[config.mk]
export PLATFORM = sky130hd
export DESIGN_NAME = sm_twos_conv_pipe
export DESIGN_NICKNAME = d
export VERILOG_FILES = /design/src/rtl/sm_twos_conv_pipe.sv
export SDC_FILE = /design/constraint.sdc
export NUM_CORES = 1
export LEC_CHECK = 0
export ABC_AREA = 1
export CORE_MARGIN = 3
export CORE_UTILIZATION = 25
export CTS_BUF_LIST = sky130_fd_sc_hd__clkbuf_2 sky130_fd_sc_hd__clkbuf_4 sky130_fd_sc_hd__clkbuf_8
export CTS_CLUSTER_DIAMETER = 200
export DETAILED_ROUTE_END_ITERATION = 7
export GPL_TIMING_DRIVEN = 0
export PLACE_DENSITY_LB_ADDON = 0.3
export REMOVE_ABC_BUFFERS = 1
export SYNTH_ARGS = -nofsm -noshare
export SYNTH_HDL_FRONTEND = slang
export SYNTH_SLANG_ARGS = --single-unit
[constraint.sdc]
create_clock -name clk -period 3.3 [get_ports clk]
set_clock_uncertainty 0.1 [all_clocks]
set_input_delay 0.66 -clock clk [delete_from_list [all_inputs] [get_ports clk]]
set_output_delay 0.66 -clock clk [all_outputs]
set_load 0.03 [all_outputs]
[src/rtl/sm_twos_conv_pipe.sv]
// Streaming sign-magnitude <-> two's complement converter with a DEPTH-stage valid/ready pipeline.
// Optional flagged-transfer counter built when SMTC_ERRCNT_EN is defined; otherwise err_cnt reads 0.
module sm_twos_conv_pipe #(
  parameter int WIDTH = 8,  // 2..32, includes sign bit
  parameter int DEPTH = 2   // 1..4 register stages
) (
  input  logic             clk,
  input  logic             rst_n,
  input  logic             in_valid,
  output logic             in_ready,
  input  logic [WIDTH-1:0] in_data,
  input  logic             in_mode,
  output logic             out_valid,
  input  logic             out_ready,
  output logic [WIDTH-1:0] out_data,
  output logic             out_negz,
  output logic             out_ovf,
  output logic [15:0]      err_cnt
);

  typedef struct packed {
    logic             valid;
    logic             negz;
    logic             ovf;
    logic [WIDTH-1:0] data;
  } stage_t;

  stage_t           conv;
  stage_t           last;
  logic [DEPTH-1:0] vld;
  logic [DEPTH:0]   ld;
  logic [WIDTH-1:0] neg;

  assign neg = -in_data;

  // The whole conversion happens here; later stages only carry the result.
  always_comb begin
    // NOTE: every field gets a default first so no path leaves a latch behind.
    conv       = '0;
    conv.valid = in_valid;
    if (!in_data[WIDTH-1]) begin
      conv.data = in_data;
    end else if (!in_mode) begin
      conv.data = ~{1'b0, in_data[WIDTH-2:0]} + WIDTH'(1);
      conv.negz = (in_data[WIDTH-2:0] == '0);
    end else if (in_data[WIDTH-2:0] == '0) begin
      conv.data = '1;
      conv.ovf  = 1'b1;
    end else begin
      conv.data = {1'b1, neg[WIDTH-2:0]};
    end
  end

  // ld[k]: stage k captures this edge. ld[DEPTH] stands for the downstream sink.
  always_comb begin
    ld        = '0;
    ld[DEPTH] = out_ready;
    for (int k = DEPTH - 1; k >= 0; k--) begin
      ld[k] = !vld[k] || ld[k+1];
    end
  end

  assign in_ready = ld[0];

  for (genvar k = 0; k < DEPTH; k++) begin : g_stage
    stage_t src;
    stage_t q;

    if (k == 0) begin : g_head
      assign src = conv;
    end else begin : g_body
      assign src = g_stage[k-1].q;
    end

    always_ff @(posedge clk or negedge rst_n) begin
      // NOTE: payload registers are reset as well, so out_data and flags read 0 after reset.
      if (!rst_n) begin
        q <= '0;
      end else if (ld[k]) begin
        // NOTE: non-blocking so every stage samples its neighbour's pre-edge value.
        q.valid <= src.valid;
        // Payload only moves with a real word, so out_data holds while idle.
        if (src.valid) begin
          q.negz <= src.negz;
          q.ovf  <= src.ovf;
          q.data <= src.data;
        end
      end
    end

    assign vld[k] = q.valid;

    if (k == DEPTH - 1) begin : g_tail
      assign last = q;
    end
  end

  assign out_valid = last.valid;
  assign out_data  = last.data;
  assign out_negz  = last.negz;
  assign out_ovf   = last.ovf;

`ifdef SMTC_ERRCNT_EN
  logic [15:0] err_q;

  always_ff @(posedge clk or negedge rst_n) begin
    if (!rst_n) begin
      err_q <= '0;
    end else if (out_valid && out_ready && (out_negz || out_ovf) && (err_q != 16'hFFFF)) begin
      err_q <= err_q + 16'd1;
    end
  end

  assign err_cnt = err_q;
`else
  assign err_cnt = 16'h0000;
`endif

endmodule

==> impl_metrics.json, run 1 <==
{
  "synth_seq_area_share_pct": 45.8,
  "setup_repair_after_global_routing_missed_its_margin": "no",
  "worstPathRequired_ns": 2.54,
  "multi_input_area_um2": 502,
  "cts_inserted_buffers": 3,
  "ordered_list_of_cells_on_the_worst_path": "clkdlybuf4s50_1 -> inv_1 -> nand3_2 -> clkdlybuf4s50_1",
  "floorplan.initialDensity_pct": 26.7,
  "dpl.hpwl_um": 1760,
  "cts_setup_buffers": 0,
  "area_growth_pct": 23.6,
  "floorplan.core_area_um2": 4500,
  "ant_nets": 0,
  "crit_path_start_kind": "primary input",
  "powerDensity_nw_per_um2": 572,
  "vias_per_cell": 4.16,
  "timing.critical_path.fanout_max": 3,
  "final_layout_size_suffix_gt1_share_pct": 12.7,
  "worstSkewPairLatency_ns": 0.26,
  "core.rowCount": 24,
  "antenna_cells_inserted": 0,
  "via_count_of_the_first_global_routing_pass": 861,
  "synth_xor_xnor_area_share_pct": 0.729,
  "syn_avg_cell_area_um2": 8.58,
  "routabilityCongestion": 0.812,
  "min_path_type": "reg2reg",
  "ctsHtreeMaxLevel": 1,
  "peakVddDrop_v": 0.000154,
  "timing_max_transition_violations_final": 0,
  "timing.max_slew.rel_slack_pct": 35.7,
  "setup_viol_count_final": 0,
  "critPathTopFamily": "buffers and inverters",
  "sequential_cell_area_um2": 551,
  "total_of_fill_cells_in_the_finished_design": 487,
  "synth_top_family_by_area": "simple AND/OR/NAND/NOR gates",
  "p_total_uw": 849,
  "clk_pin_slew_worst_paths_ns": 0.08,
  "cellLeakagePower_nw": 0.708,
  "yosys_register_bits": 22,
  "global_route_wire_length_before_repair_um": 3880,
  "post-route-drc-count": 0,
  "drt_iter0_drc": 27,
  "final-hold-violation-count": 0,
  "cts-hold-fix-buffers": 0,
  "criticalPathCategory": "in2out",
  "worstPathArrival_ns": 1.93,
  "maximum_number_of_pins_on_one_net_before_global_route_repair": 23,
  "fin_setup_tns_ns": 0,
  "cts-root-to-sink-buffers": 2,
  "mappedNetlistArea_um2": 1200,
  "cap_violations": 0,
  "drt-wirelength-per-cell_um": 10.5,
  "critical_path.endpoint_type": "output port",
  "cts_resized": 0,
  "yosysUniqueCellTypes": 24,
  "routed-via-count": 903,
  "drt_first_pass_iters": 4,
  "port_buffers": 24,
  "dieWidth_um": 75.3,
  "initial_antenna_violation_count": 0,
  "boundaryPins": 41,
  "synthAdderAreaFrac_pct": 1.04,
  "vert_die_dim_um": 75.3,
  "synth_simple_gate_area_share_pct": 23.4,
  "maxClockFrequency_mhz": 371,
  "fin_nets": 180,
  "floorplan.die_area_um2": 5670,
  "synthDominantCellAreaShare_pct": 45.8,
  "synth_compound_area_share_pct": 6.87,
  "cts_tree": "built",
  "grt.overflow.total": 0,
  "track_usage_pct": 8.98,
  "critical_path.most_common_cell": "sky130_fd_sc_hd__clkdlybuf4s50_1",
  "worst_pin_slew_ns": 0.961,
  "clockRootBuffer": "sky130_fd_sc_hd__clkbuf_8",
  "tritoncts_num_sinks": 22,
  "status": "finished, final reports clean",
  "crit_path_max_incr_delay_ns": 0.68,
  "period_share_pct": 81.6,
  "min_period_ns": 2.69,
  "largest_cells_by_area_after_synthesis": "sky130_fd_sc_hd__dfrtp_1, sky130_fd_sc_hd__buf_4, sky130_fd_sc_hd__nand2_1",
  "synth_top_area_cell": "sky130_fd_sc_hd__dfrtp_1",
  "critPathSlowestCell": "sky130_fd_sc_hd__clkdlybuf4s50_1",
  "share_of_synthesized_area_spent_on_multiplexers_pct": 4.69,
  "totalWireLength_um": 2270,
  "crit_buf_inv": 3,
  "synth_cells": 140,
  "yosysWarningCount": 0,
  "setup.reg_to_reg.worst_slack_ns": 1.98,
  "layout_common_cells": "sky130_fd_sc_hd__nand2_1, sky130_fd_sc_hd__clkdlybuf4s50_1, sky130_fd_sc_hd__dfrtp_1"
}
## layer usage
metal  vias up  global-route usage [%]  part of all wire, %
met5         -                       0                    0
met2        29                    13.8                   44
li1        459                       -                    -
met1       410                    12.1                   47
met3         5                    1.98                  6.5
met4         0                    4.08                  2.1
## worst reg2reg max path, cell delays in order (launching register included)
cell and delay, ns:
sky130_fd_sc_hd__dfrtp_1 0.38, sky130_fd_sc_hd__nand2_1 0.09, sky130_fd_sc_hd__nand2_2 0.26, sky130_fd_sc_hd__mux2_2 0.37
## through the flow
| stage | cell area (um^2) | cells | utilization (%) | setup WS [ns] | hold WS (ns) |
|---|---|---|---|---|---|
| 3_5_place_dp | 1430 | 213 | 31.8 | 0.609 | 0.373 |
| 3_3_place_gp | 1430 | 213 | 31.8 | 0.599 | 0.368 |
| 2_1_floorplan | 1120 | 137 | - | 1.62 | 0.264 |
| 5_1_grt | 1490 | 217 | 33.0 | 0.564 | 0.419 |
| 6_report | 1490 | 217 | 33.0 | 0.606 | 0.387 |
| 4_1_cts | 1490 | 217 | 33.0 | 0.600 | 0.394 |
## synthesized netlist by cell type
cell type,count
sky130_fd_sc_hd__a22oi_1,1
sky130_fd_sc_hd__buf_4,17
sky130_fd_sc_hd__nand3_2,2
sky130_fd_sc_hd__nand4_1,1
sky130_fd_sc_hd__inv_2,1
sky130_fd_sc_hd__xnor2_1,1
sky130_fd_sc_hd__inv_6,1
sky130_fd_sc_hd__buf_2,1
sky130_fd_sc_hd__nor2_1,15
sky130_fd_sc_hd__inv_1,16
sky130_fd_sc_hd__conb_1,1
sky130_fd_sc_hd__o21ai_2,1
sky130_fd_sc_hd__nand3_1,10
sky130_fd_sc_hd__dfrtp_1,22
sky130_fd_sc_hd__nor2_2,2
sky130_fd_sc_hd__nand2_1,24
sky130_fd_sc_hd__nor2_4,1
sky130_fd_sc_hd__mux2_2,5
sky130_fd_sc_hd__nand2_2,2
sky130_fd_sc_hd__o22ai_1,1
sky130_fd_sc_hd__o21ai_0,7
sky130_fd_sc_hd__ha_1,1
sky130_fd_sc_hd__nand2_4,2
sky130_fd_sc_hd__a21oi_1,5
## layout make-up
type                       instances  share of cell area, %
tap                               52                   4.38
clock buffer                       4                   3.71
inverter                          18                   4.89
multi-input combinational         97                   33.8
timing repair buffer              24                   16.2
sequential                        22                   37.1
## cell families after synthesis
logic type / after synthesis
multiplexers: 5
flip-flops: 22
XOR/XNOR: 1
buffers and inverters: 36
other: 1
adder cells (fa/ha/maj): 1
AND/OR/NAND/NOR: 59
AO/OA/AOI/OAI: 15
## path summary, 6_finish.rpt
path | start | to | cells past startpoint
max | out_ready | in_ready | 4
min | out_data[5] | out_data[5] | 2
max reg2reg | out_valid | out_data[4] | 3
max in group asynchronous | rst_n | out_data[2] | 1
min reg2reg | out_data[5] | out_data[5] | 2
min in group asynchronous | rst_n | out_data[5] | 1
## flip-flops by register name, summed over array words and instances, names as in the netlist
register	count
out_negz	1
out_ovf	1
out_valid	1
out_data	8
g_stage.q	11
## power breakdown
part,leakage [nW],internal (mW),switching [mW]
clock,0.0288,0.106,0.0863
sequential,0.265,0.324,0.0264
combinational,0.414,0.122,0.184
Note: power is estimated with default switching activity, not from simulation.
==> run 2: changes to the inputs <==
- clock period: 3.3 -> 2.5 ns (I/O delays scaled with it)
==> results of run 2 <==
Same layout as run 1 (identical final DEF). Status: finished, final reports clean.
Main changes from that run: setup slack after placement 0.609 ns -> 0.129 ns; setup slack after layout 0.606 ns -> 0.126 ns; register-to-register setup slack 1.98 ns -> 1.18 ns; total power 0.849 mW -> 1.12 mW; worst IR drop on VDD 0.000154 V -> 0.000204 V
==> run 3: changes to the inputs <==
- GPL_TIMING_DRIVEN: 0 -> unset
- PLACE_DENSITY_LB_ADDON: 0.3 -> unset
- SKIP_LAST_GASP: unset -> 1
==> run 3 against run 2 <==
Net effect:
- count of clock-buffer cells in the layout unchanged
- first-iteration DRC count grew 26%
- via count fell by 1.4%
- sequential cell count unchanged
- combinational power about the same
- wire length shrank 3.7%
- worst setup slack better by 0.0017 ns
==> impl_metrics.json, run 3 (synthesis gave the netlist of run 1 again) <==
{
  "top_register": "g_stage.q",
  "status": "finished, final reports clean",
  "critical_path.most_common_cell": "sky130_fd_sc_hd__clkdlybuf4s50_1",
  "core.rowCount": 24,
  "timing.critical_path.fanout_max": 3,
  "grt.overflow.total": 0,
  "drt_first_pass_iters": 4,
  "routabilityCongestion": 0.830,
  "total_of_fill_cells_in_the_finished_design": 501,
  "min_period_ns": 2.37,
  "power_frac_seq_pct": 41.0,
  "timing.hold.worst_path_depth": 2,
  "ant_nets": 0,
  "final-hold-violation-count": 0,
  "via_count_of_the_first_global_routing_pass": 834,
  "initial_antenna_violation_count": 0,
  "global_route_wire_length_before_repair_um": 3790,
  "largest_register_ff_count": 11,
  "fin_setup_tns_ns": 0,
  "layout_common_cells": "sky130_fd_sc_hd__nand2_1, sky130_fd_sc_hd__clkdlybuf4s50_1, sky130_fd_sc_hd__dfrtp_1",
  "floorplan.die_area_um2": 5670,
  "cts-hold-fix-buffers": 0,
  "timing.max_slew.rel_slack_pct": 66.0,
  "finalHoldWorstSlack_ns": 0.386,
  "timing_max_transition_violations_final": 0,
  "critPathSlowestCell": "sky130_fd_sc_hd__clkdlybuf4s50_1",
  "timing.hold.worst_endpoint": "out_data[1]",
  "tritoncts_num_sinks": 22,
  "area_growth_pct": 24.3,
  "setup.reg_to_reg.worst_slack_ns": 1.20,
  "ctsHtreeMaxLevel": 1,
  "p_sw_share_pct": 35.0,
  "totalWireLength_um": 2190,
  "cts_inserted_buffers": 3,
  "cts_setup_buffers": 0,
  "track_usage_pct": 8.76,
  "worst_hold_startpoint": "out_data[1]",
  "worst_slack_ns": 0.128,
  "cap_violations": 0,
  "vias_per_cell": 4.08,
  "clk_pin_slew_worst_paths_ns": 0.08,
  "boundaryPins": 41,
  "worstPathRequired_ns": 1.90,
  "post-route-drc-count": 0,
  "cts_tree": "built",
  "clockRootBuffer": "sky130_fd_sc_hd__clkbuf_8",
  "setup_repair_after_global_routing_missed_its_margin": "no",
  "routed-via-count": 890,
  "ff_to_ff_end": "out_data[6]",
  "p_clk_share_pct": 22.9,
  "critical_path.endpoint_type": "output port",
  "cellLeakagePower_nw": 0.713,
  "min_path_type": "reg2reg",
  "maximum_number_of_pins_on_one_net_before_global_route_repair": 23,
  "maxClockFrequency_mhz": 422,
  "port_buffers": 24,
  "final_layout_size_suffix_gt1_share_pct": 13.3,
  "dieWidth_um": 75.3,
  "cts_resized": 0,
  "r2r_cells": 3,
  "comb_power_share_pct": 36.0,
  "internal_power_uw": 731,
  "dpl.hpwl_um": 1700,
  "worst_pin_slew_ns": 0.508,
  "dp_slack_ns": 0.122,
  "floorplan.initialDensity_pct": 26.7,
  "peakVddDrop_v": 0.000206,
  "period_share_pct": 94.9,
  "fin_nets": 181,
  "criticalPathCategory": "in2out",
  "drt-wirelength-per-cell_um": 10.0,
  "ordered_list_of_cells_on_the_worst_path": "clkdlybuf4s50_1 -> inv_1 -> nand3_2 -> clkdlybuf4s50_1",
  "vert_die_dim_um": 75.3,
  "crit_path_max_incr_delay_ns": 0.68,
  "powerDensity_nw_per_um2": 753,
  "worstPathArrival_ns": 1.77,
  "worstSkewPairLatency_ns": 0.26,
  "power.net_switching_uw": 393,
  "crit_path_start_kind": "primary input",
  "drt_iter0_drc": 34,
  "critical_path.reg2reg.startpoint": "out_valid",
  "antenna_cells_inserted": 0,
  "floorplan.core_area_um2": 4500,
  "setup_viol_count_final": 0,
  "cts-root-to-sink-buffers": 2
}
-- run 3: cell types whose count changed in the layout (fill, tap and decap cells not counted), sizes merged --
cell and delta:
buf +1
-- run 3: cell type report --
class / count / area, um^2 / share of cell area [%]
inverters: 18 / 72.6 / 4.86
clock buffers: 4 / 55.1 / 3.69
flip-flops and latches: 22 / 551 / 36.9
multi-input cells: 97 / 502 / 33.6
repair buffers: 25 / 248 / 16.6
well taps: 52 / 65.1 / 4.36
-- run 3: worst max path at each step --
stage	start	endpoint	slack, ns	cells past startpoint
6_report	out_ready	in_ready	0.13	4
5_1_grt	out_ready	in_ready	0.05	4
4_1_cts	out_ready	in_ready	0.12	4
3_5_place_dp	out_ready	in_ready	0.12	4
3_3_place_gp	out_ready	in_ready	0.13	4
2_1_floorplan	out_valid	g_stage[0].q[5]	0.99	7
-- run 3: layer usage --
metal | part of all wire (%) | vias up | global-route usage, %
li1 | - | 462 | -
met2 | 43 | 30 | 13.7
met3 | 8.0 | 2 | 3.69
met4 | 0.78 | 0 | 2.33
met1 | 48 | 396 | 11.2
met5 | 0 | - | 0
-- run 3: power groups by stage --
| stage | logic [mW] | clock network, mW | registers [mW] |
|---|---|---|---|
| after floorplan | 0.149 | 0 | 0.567 |
| after global placement | 0.410 | 0 | 0.468 |
| after detailed placement | 0.412 | 0 | 0.470 |
| after CTS | 0.412 | 0.266 | 0.462 |
| after global routing | 0.439 | 0.279 | 0.472 |
| final | 0.405 | 0.258 | 0.461 |
-- run 3: worst max-delay path: cells and delay by family --
kind,cells,cell delay [ns]
buf+inv,3,1.18
simple gates,1,0.09
-- run 3: stage by stage --
step | cells | instance area (um^2) | util [%] | total power [mW]
finish | 218 | 1490 | 33.1 | 1.12
global route | 218 | 1490 | 33.1 | 1.19
CTS | 218 | 1490 | 33.1 | 1.14
detailed placement | 214 | 1440 | 31.9 | 0.882
global placement | 214 | 1440 | 31.9 | 0.878
floorplan | 137 | 1120 | - | 0.716
